### config.mk
export PLATFORM = sky130hd
export DESIGN_NAME = anim_sprite
export DESIGN_NICKNAME = d
export VERILOG_FILES = /design/src/rtl/anim_sprite_pkg.sv /design/src/rtl/anim_sprite_rom.sv /design/src/rtl/anim_sprite.sv
export SDC_FILE = /design/constraint.sdc
export NUM_CORES = 1
export LEC_CHECK = 0
export ABC_AREA = 1
export ABC_CLOCK_PERIOD_IN_PS = 14200
export CAP_MARGIN = 10
export CORE_ASPECT_RATIO = 0.9
export CORE_MARGIN = 2
export CORE_UTILIZATION = 25
export CTS_CLUSTER_DIAMETER = 80
export CTS_CLUSTER_SIZE = 12
export DETAILED_ROUTE_END_ITERATION = 7
export SKIP_LAST_GASP = 1
export SLEW_MARGIN = 20
export SYNTH_ARGS = -nofsm -noshare
export SYNTH_HDL_FRONTEND = slang
export SYNTH_HIERARCHICAL = 1
export SYNTH_SLANG_ARGS = --single-unit
### constraint.sdc
create_clock -name pixel_clk -period 14.2 [get_ports pixel_clk]
set_input_delay 2.13 -clock pixel_clk [delete_from_list [all_inputs] [get_ports pixel_clk]]
set_output_delay 2.13 -clock pixel_clk [all_outputs]
set_load 0.1 [all_outputs]
### src/rtl/anim_sprite_pkg.sv
// Shared constants and helpers for the animated sprite renderer.
package anim_sprite_pkg;
  localparam int RGB_W    = 24;
  localparam int HCOORD_W = 11;
  localparam int VCOORD_W = 10;
  localparam logic [7:0] TRANSP_IDX_DEF = 8'h00;

  // One bit wider than the screen coordinates so box edges never wrap.
  typedef logic [HCOORD_W:0] hsum_t;
  typedef logic [VCOORD_W:0] vsum_t;

  // Contents used when no init file is given. The low byte serves as the
  // index pattern and the full word as the palette pattern.
  function automatic logic [RGB_W-1:0] rom_default(input logic [31:0] addr);
    logic [7:0] a;
    a = addr[7:0];
    return {a ^ 8'hA5, ~a, a + 8'h11};
  endfunction
endpackage

### src/rtl/anim_sprite_rom.sv
// Synchronous-read ROM, loaded from a built-in pattern.
module anim_sprite_rom
  import anim_sprite_pkg::*;
#(
  parameter int DEPTH     = 256,
  parameter int DATA_W    = 8,
  parameter     INIT_FILE = "",
  localparam int AW = (DEPTH > 1) ? $clog2(DEPTH) : 1
) (
  input  logic              clk,
  input  logic [AW-1:0]     addr,
  output logic [DATA_W-1:0] data
);
  logic [DATA_W-1:0] data_d, data_q;

  always_comb data_d = DATA_W'(rom_default(32'(addr)));

  always_ff @(posedge clk) data_q <= data_d;

  assign data = data_q;
endmodule

### src/rtl/anim_sprite.sv
// Animated sprite: box test + address register, index ROM, palette ROM
// (3-deep pixel path) and a frame_tick-driven frame sequencer.
module anim_sprite
  import anim_sprite_pkg::*;
#(
  parameter int         WIDTH      = 30,
  parameter int         HEIGHT     = 45,
  parameter int         FRAMES     = 4,
  parameter int         SCALE_LOG2 = 0,
  parameter int         FRAME_DIV  = 8,
  parameter logic [7:0] TRANSP_IDX = TRANSP_IDX_DEF,
  parameter             IDX_FILE   = "",
  parameter             PAL_FILE   = "",
  localparam int FW = (FRAMES > 1) ? $clog2(FRAMES) : 1
) (
  input  logic                pixel_clk,
  input  logic                reset,
  input  logic [HCOORD_W-1:0] x,
  input  logic [HCOORD_W-1:0] hcount,
  input  logic [VCOORD_W-1:0] y,
  input  logic [VCOORD_W-1:0] vcount,
  input  logic                frame_tick,
  input  logic                anim_en,
  input  logic                loop,
  input  logic                restart,
  output logic [RGB_W-1:0]    pixel,
  output logic                opaque,
  output logic [FW-1:0]       frame,
  output logic                done
);
  localparam int DEPTH = WIDTH * HEIGHT * FRAMES;
  localparam int AW    = (DEPTH > 1) ? $clog2(DEPTH) : 1;
  localparam int DW    = (FRAME_DIV > 1) ? $clog2(FRAME_DIV) : 1;
  localparam logic [DW-1:0] DIV_MAX = DW'(FRAME_DIV - 1);
  localparam logic [FW-1:0] LAST    = FW'(FRAMES - 1);

  logic [FW-1:0] frame_d, frame_q;
  logic [DW-1:0] div_d, div_q;
  logic          done_d, done_q;
  logic          step;

  hsum_t               h_end;
  vsum_t               v_end;
  logic                in_box;
  logic [HCOORD_W-1:0] dx;
  logic [VCOORD_W-1:0] dy;
  logic [AW-1:0]       addr_d, addr_q;
  logic [2:0]          box_d, box_q;
  logic                transp_d, transp_q;
  logic [7:0]          idx;
  logic [RGB_W-1:0]    pal;

  // Frame sequencer; restart overrides any step in the same cycle.
  always_comb begin
    div_d   = div_q;
    step    = 1'b0;
    frame_d = frame_q;
    done_d  = done_q && !loop;
    if (anim_en && frame_tick) begin
      if (div_q == DIV_MAX) begin
        div_d = '0;
        step  = 1'b1;
      end else begin
        div_d = div_q + DW'(1);
      end
    end
    if (step) begin
      if (frame_q != LAST) frame_d = frame_q + FW'(1);
      else if (loop)       frame_d = '0;
      if (!loop && frame_d == LAST) done_d = 1'b1;
    end
    if (restart) begin
      frame_d = '0;
      div_d   = '0;
      done_d  = 1'b0;
    end
  end

  always_comb begin
    h_end  = hsum_t'(x) + hsum_t'(WIDTH << SCALE_LOG2);
    v_end  = vsum_t'(y) + vsum_t'(HEIGHT << SCALE_LOG2);
    in_box = (hcount >= x) && (hsum_t'(hcount) < h_end) &&
             (vcount >= y) && (vsum_t'(vcount) < v_end);
    dx     = (hcount - x) >> SCALE_LOG2;
    dy     = (vcount - y) >> SCALE_LOG2;
    addr_d = in_box ? AW'(32'(frame_q) * 32'(WIDTH * HEIGHT) +
                          32'(dy) * 32'(WIDTH) + 32'(dx)) : '0;
    box_d    = {box_q[1:0], in_box};
    transp_d = (idx == TRANSP_IDX);
  end

  always_ff @(posedge pixel_clk) begin
    if (reset) begin
      frame_q  <= '0;
      div_q    <= '0;
      done_q   <= 1'b0;
      addr_q   <= '0;
      box_q    <= '0;
      transp_q <= 1'b0;
    end else begin
      frame_q  <= frame_d;
      div_q    <= div_d;
      done_q   <= done_d;
      addr_q   <= addr_d;
      box_q    <= box_d;
      transp_q <= transp_d;
    end
  end

  anim_sprite_rom #(.DEPTH(DEPTH), .DATA_W(8), .INIT_FILE(IDX_FILE)) u_idx_rom (
    .clk(pixel_clk), .addr(addr_q), .data(idx)
  );

  anim_sprite_rom #(.DEPTH(256), .DATA_W(RGB_W), .INIT_FILE(PAL_FILE)) u_pal_rom (
    .clk(pixel_clk), .addr(idx), .data(pal)
  );

  // ROM data is never reset; the in-box pipeline masks it instead.
  assign opaque = box_q[2] && !transp_q;
  assign pixel  = opaque ? pal : '0;
  assign frame  = frame_q;
  assign done   = done_q;
endmodule

---- After elaboration in Yosys (flattened, before gate mapping) ----
Cells that the tools add are included.
W data, S select, Z words.
storage, ports and cells
  input port bits ......................... 48
  flip-flop bits (word level) ............. 50
  output and inout port bits .............. 28
cells by class
  multiply operators ...................... 2
  add/sub/neg operators ................... 10
  bitwise operators ....................... 3
  muxes and demuxes ....................... 9
  reductions and logical operators ........ 12
  equal/unequal tests ..................... 3
  magnitude comparators ................... 4
operators by type and width
  operator                 number
  $mux W24                 1
  $add A8 B5 Y8 const B    2
  $add A8 B8 Y8            2
  $add A11 B5 Y12 const B  1
  $lt A11 B12 Y1           1
  $add A10 B6 Y11 const B  1
  $ge A11 B11 Y1           1
  $lt A10 B11 Y1           1
  $ge A10 B10 Y1           1
  $mul A10 B4 Y7 const B   1
  $mul A2 B10 Y7 const B   1
  $sub A10 B10 Y10         1
  $logic_not A8 Y1         1
  $not A8 Y8               1
  $sub A8 B8 Y8            1
  $logic_and A1 B1 Y1      7
  $mux W2                  3
  $mux W1                  4
  $not A4 Y4               1
  $reduce_or A2 Y1         2
  $add A3 B1 Y3 const B    1
  $eq A3 B3 Y1 const B     1
  $mux W3                  1
  $add A2 B1 Y2 const B    1
  4 further kinds          5

---- Longest topological paths before layout ----
  depth in word-level cells ............... 8
  mapped depth ............................ 25
  gate-level depth less buffers ........... 25

---- By module ----
Netlist, hierarchy kept.
modules (own cells, without submodules)
  module                        cells each  instances  area an instance (µm²)  seq. area each (µm²)
  anim_sprite                   688         1          4543.1                  460.4
  anim_sprite_rom at u_pal_rom  57          1          574.3                   380.4
  anim_sprite_rom at u_idx_rom  38          1          307.8                   160.2

---- Least setup slack after synthesis ----
No wires, ideal clock.
  path type ............................... input-to-reg
  start point ............................. input port vcount[0]
  end point ............................... register addr_q[12] (netlist name)
  data arrival time ....................... 6.825 ns
  slack ................................... 7.263 ns
  stages .................................. 28
  data required time ...................... 14.088 ns
  setup time .............................. 0.112 ns
  buffers on the path ..................... 0
  cell sequence ........................... inv_1 > ha_1 > fa_1 > xnor2_1 > inv_1 > fa_1 > inv_1 > fa_1 > inv_1 > fa_1 > o21ai_0 > a21oi_1 > nor2_1 > nor2_1 > xor2_1 > fa_1 > inv_1 > ha_1 > nand2_1 > nand2_1 > inv_1 > o21a_1 > nand3_1 > inv_1 > nand2_1 > nand2_1 > inv_1 > nor2_2
RTL lines
  element      line               RTL
  from (decl)  anim_sprite.sv:21  input logic [VCOORD_W-1:0] vcount,

---- Worst setup path in the final report ----
  start point ............................. input port vcount[0]
  end point ............................... register addr_q[7]
on the way
  cells in the longest elaborated chain, start to end .. 5
  elaborated cells between the ends (all ways) .. 10
  classes of those cells .................. add/sub: 3; mul: 1; order compare: 2; bitwise: 1; reduce/logical: 3
ends and longest elaborated chain
  element                                                   line                RTL
  branches (longest 5 deep; another with $sub A10 B10 Y10)  -
  to (signal assigned)                                      anim_sprite.sv:104  addr_q <= addr_d;
  to (decl)                                                 anim_sprite.sv:47   logic [AW-1:0] addr_d, addr_q;
Parallel ways; which one is timed is not known.
A chain may end at the register's enable or synchronous reset.

==> metrics <==
htree depth 2; syn avg cell area 7.19 µm²; Avg Vias per Cell 3.95; Sequential Area 901 µm²; hpwl dp 7290 µm; footprint of the multi-input gates 2740 µm²; Diodes inserted 0; fillers 1819; CORE AREA 16700 µm²; Startpoint Class input port; R2R setup slack 11.40 ns; RR Startpoint frame[0]; Hold Path Class register to register; crit path max fanout 4; Die Y-Extent 127 µm; Layout Nets 787; WL per Instance 9.43 µm; MaxCap Viol Count 0; RR Endpoint addr_q[6]; area delta synth->final 26.3%; Final Hold Fails 0; hold path start box_q[0]; Die W 141 µm; status completed; maximum vdd drop 0.000100 V; hold_buf cts 0; CTS max path bufs 2; # DRC 0; Num CTS Buffers 5; Layout Cells excl Fill 871; Max Slew Vio Count 0; Mapped Area 4210 µm²; initial antenna violation count 0; Power Dens Cells 129 nW/µm²; GP Congestion 0.825; RSZ-0062 raised after global routing false; clk slew on worst S/H paths 0.06 ns; worst hold stages 2; Synth warnings 6; Fin Setup TNS 0 ns; remaining global-route overflow 0; # placed instances 863; clock skew 0.00619 ns; final antenna-violating net count 0; via count 3443; Final Setup Violations 0; fraction of layout instances using a drive strength above 1 4.70%; DRT Pass-1 Iters 4; initial detailed-routing violation count 72; worst slew pin tran 0.989 ns; R2R depth 11; die area 17900 µm²; Setup Buffers After CTS 0; fin crit share 47.9%; WP data arrival 7.02 ns; kind of critical path input port to register; IO Pins 76; Port Buffers 75; # clock sinks 45; CP Launch Point vcount[0]; Lkg Pwr 2.72 nW; crit path capture type register; vias in the first global route 3303; Synth Net Count 714; num rows 45; clk root buf clkbuf_16; cts repair resizes 0; initial core utilization 25.3%; largest net degree at the start of global routing 25; fin crit period 6.79 ns; Clk Latency, worst-skew pair 0.28 ns; maximum clock frequency 0.147 GHz; global-route wire length before repair 14200 µm; CTS tree done; WP data required 14.42 ns; Min-Delay Endpoint box_q[1]; Mapped Cells 586; Rel. slew slack 33.9%; GR Util All Layers 9.50%; final wirelength 8220 µm
-- critical path, cell delays in order --
cell and delay [ns]:
clkdlybuf4s50_1 0.45, inv_1 0.05, ha_1 0.21, fa_1 0.43, xnor2_1 0.29, inv_1 0.16, fa_1 0.56, inv_1 0.07
fa_1 0.36, ha_1 0.34, nand2_1 0.10, nand2_1 0.05, o21bai_1 0.16, xnor2_1 0.14, fa_1 0.48, inv_1 0.04
ha_1 0.32, nand2_1 0.10, inv_1 0.04, nand2_1 0.05, nand3_1 0.07, a21oi_1 0.14, xnor2_1 0.13, inv_1 0.06
nor2_2 0.08
-- power by group --
part | total [mW] | internal [mW] | switching (mW) | leakage [nW]
sequential | 0.149 | 0.140 | 0.00873 | 0.364
clock | 0.115 | 0.0699 | 0.0456 | 0.0768
combinational | 0.420 | 0.185 | 0.236 | 2.27
-- routing by layer --
metal / GRT usage, % / part of all wire [%] / up-vias
met2: 17.0 / 46 / 68
li1: - / - / 1906
met5: 0 / 0 / -
met4: 2.41 / 1.1 / 0
met3: 2.32 / 6.4 / 8
met1: 11.5 / 46 / 1461
-- through the flow --
step	cell area [µm²]	worst slack (ns)	util (%)	total power [mW]	hold slack, ns
finish	5320	7.41	31.9	0.685	0.401
global route	5320	6.93	31.9	0.772	0.425
CTS	5320	7.38	31.9	0.695	0.405
detailed placement	5160	7.09	31.0	0.576	0.396
global placement	5160	7.23	31.0	0.567	0.391
floorplan	4210	7.86	-	0.496	0.380
-- cells in the final DEF (no fill, tap or decap), types with 2 or more instances in the layout --
cell,count
inv_1,133
inv_2,3
nor4_1,3
a21oi_1,21
or2_2,2
xor2_2,2
ha_1,64
o21bai_1,2
clkdlybuf4s50_1,75
xor2_1,29
dfxtp_1,45
clkbuf_16,5
nand4_1,2
nand2_1,116
xnor2_1,12
nand3_1,32
nor3_1,2
fa_1,16
nand2_2,3
o21ai_0,11
nor2_1,60
nor2_2,8
a21o_1,2
-- flip-flops by register name (all words and copies together), names as in the netlist --
name            cells
box_q               3
done                1
addr_q              8
u_pal_rom/data     19
u_idx_rom/data      8
transp_q            1
frame               2
div_q               3
-- cell type report --
class / instances / share of cell area, %
Tap cell: 211 / 4.96
Timing Repair Buffer: 75 / 14.1
Clock buffer: 6 / 2.61
Inverter: 136 / 9.60
Sequential cell: 45 / 16.9
Multi-Input combinational cell: 396 / 51.5
Clock inverter: 2 / 0.259
-- worst max path at each step --
stage                endpoint  slack (ns)  depth (start not counted)
floorplan           addr_q[7]        7.86                         24
detailed placement  addr_q[7]        7.09                         25
finish              addr_q[7]        7.41                         25
global route        addr_q[7]        6.93                         24
CTS                 addr_q[7]        7.38                         25
global placement    addr_q[7]        7.23                         25
(Power assumes the default switching activity.)
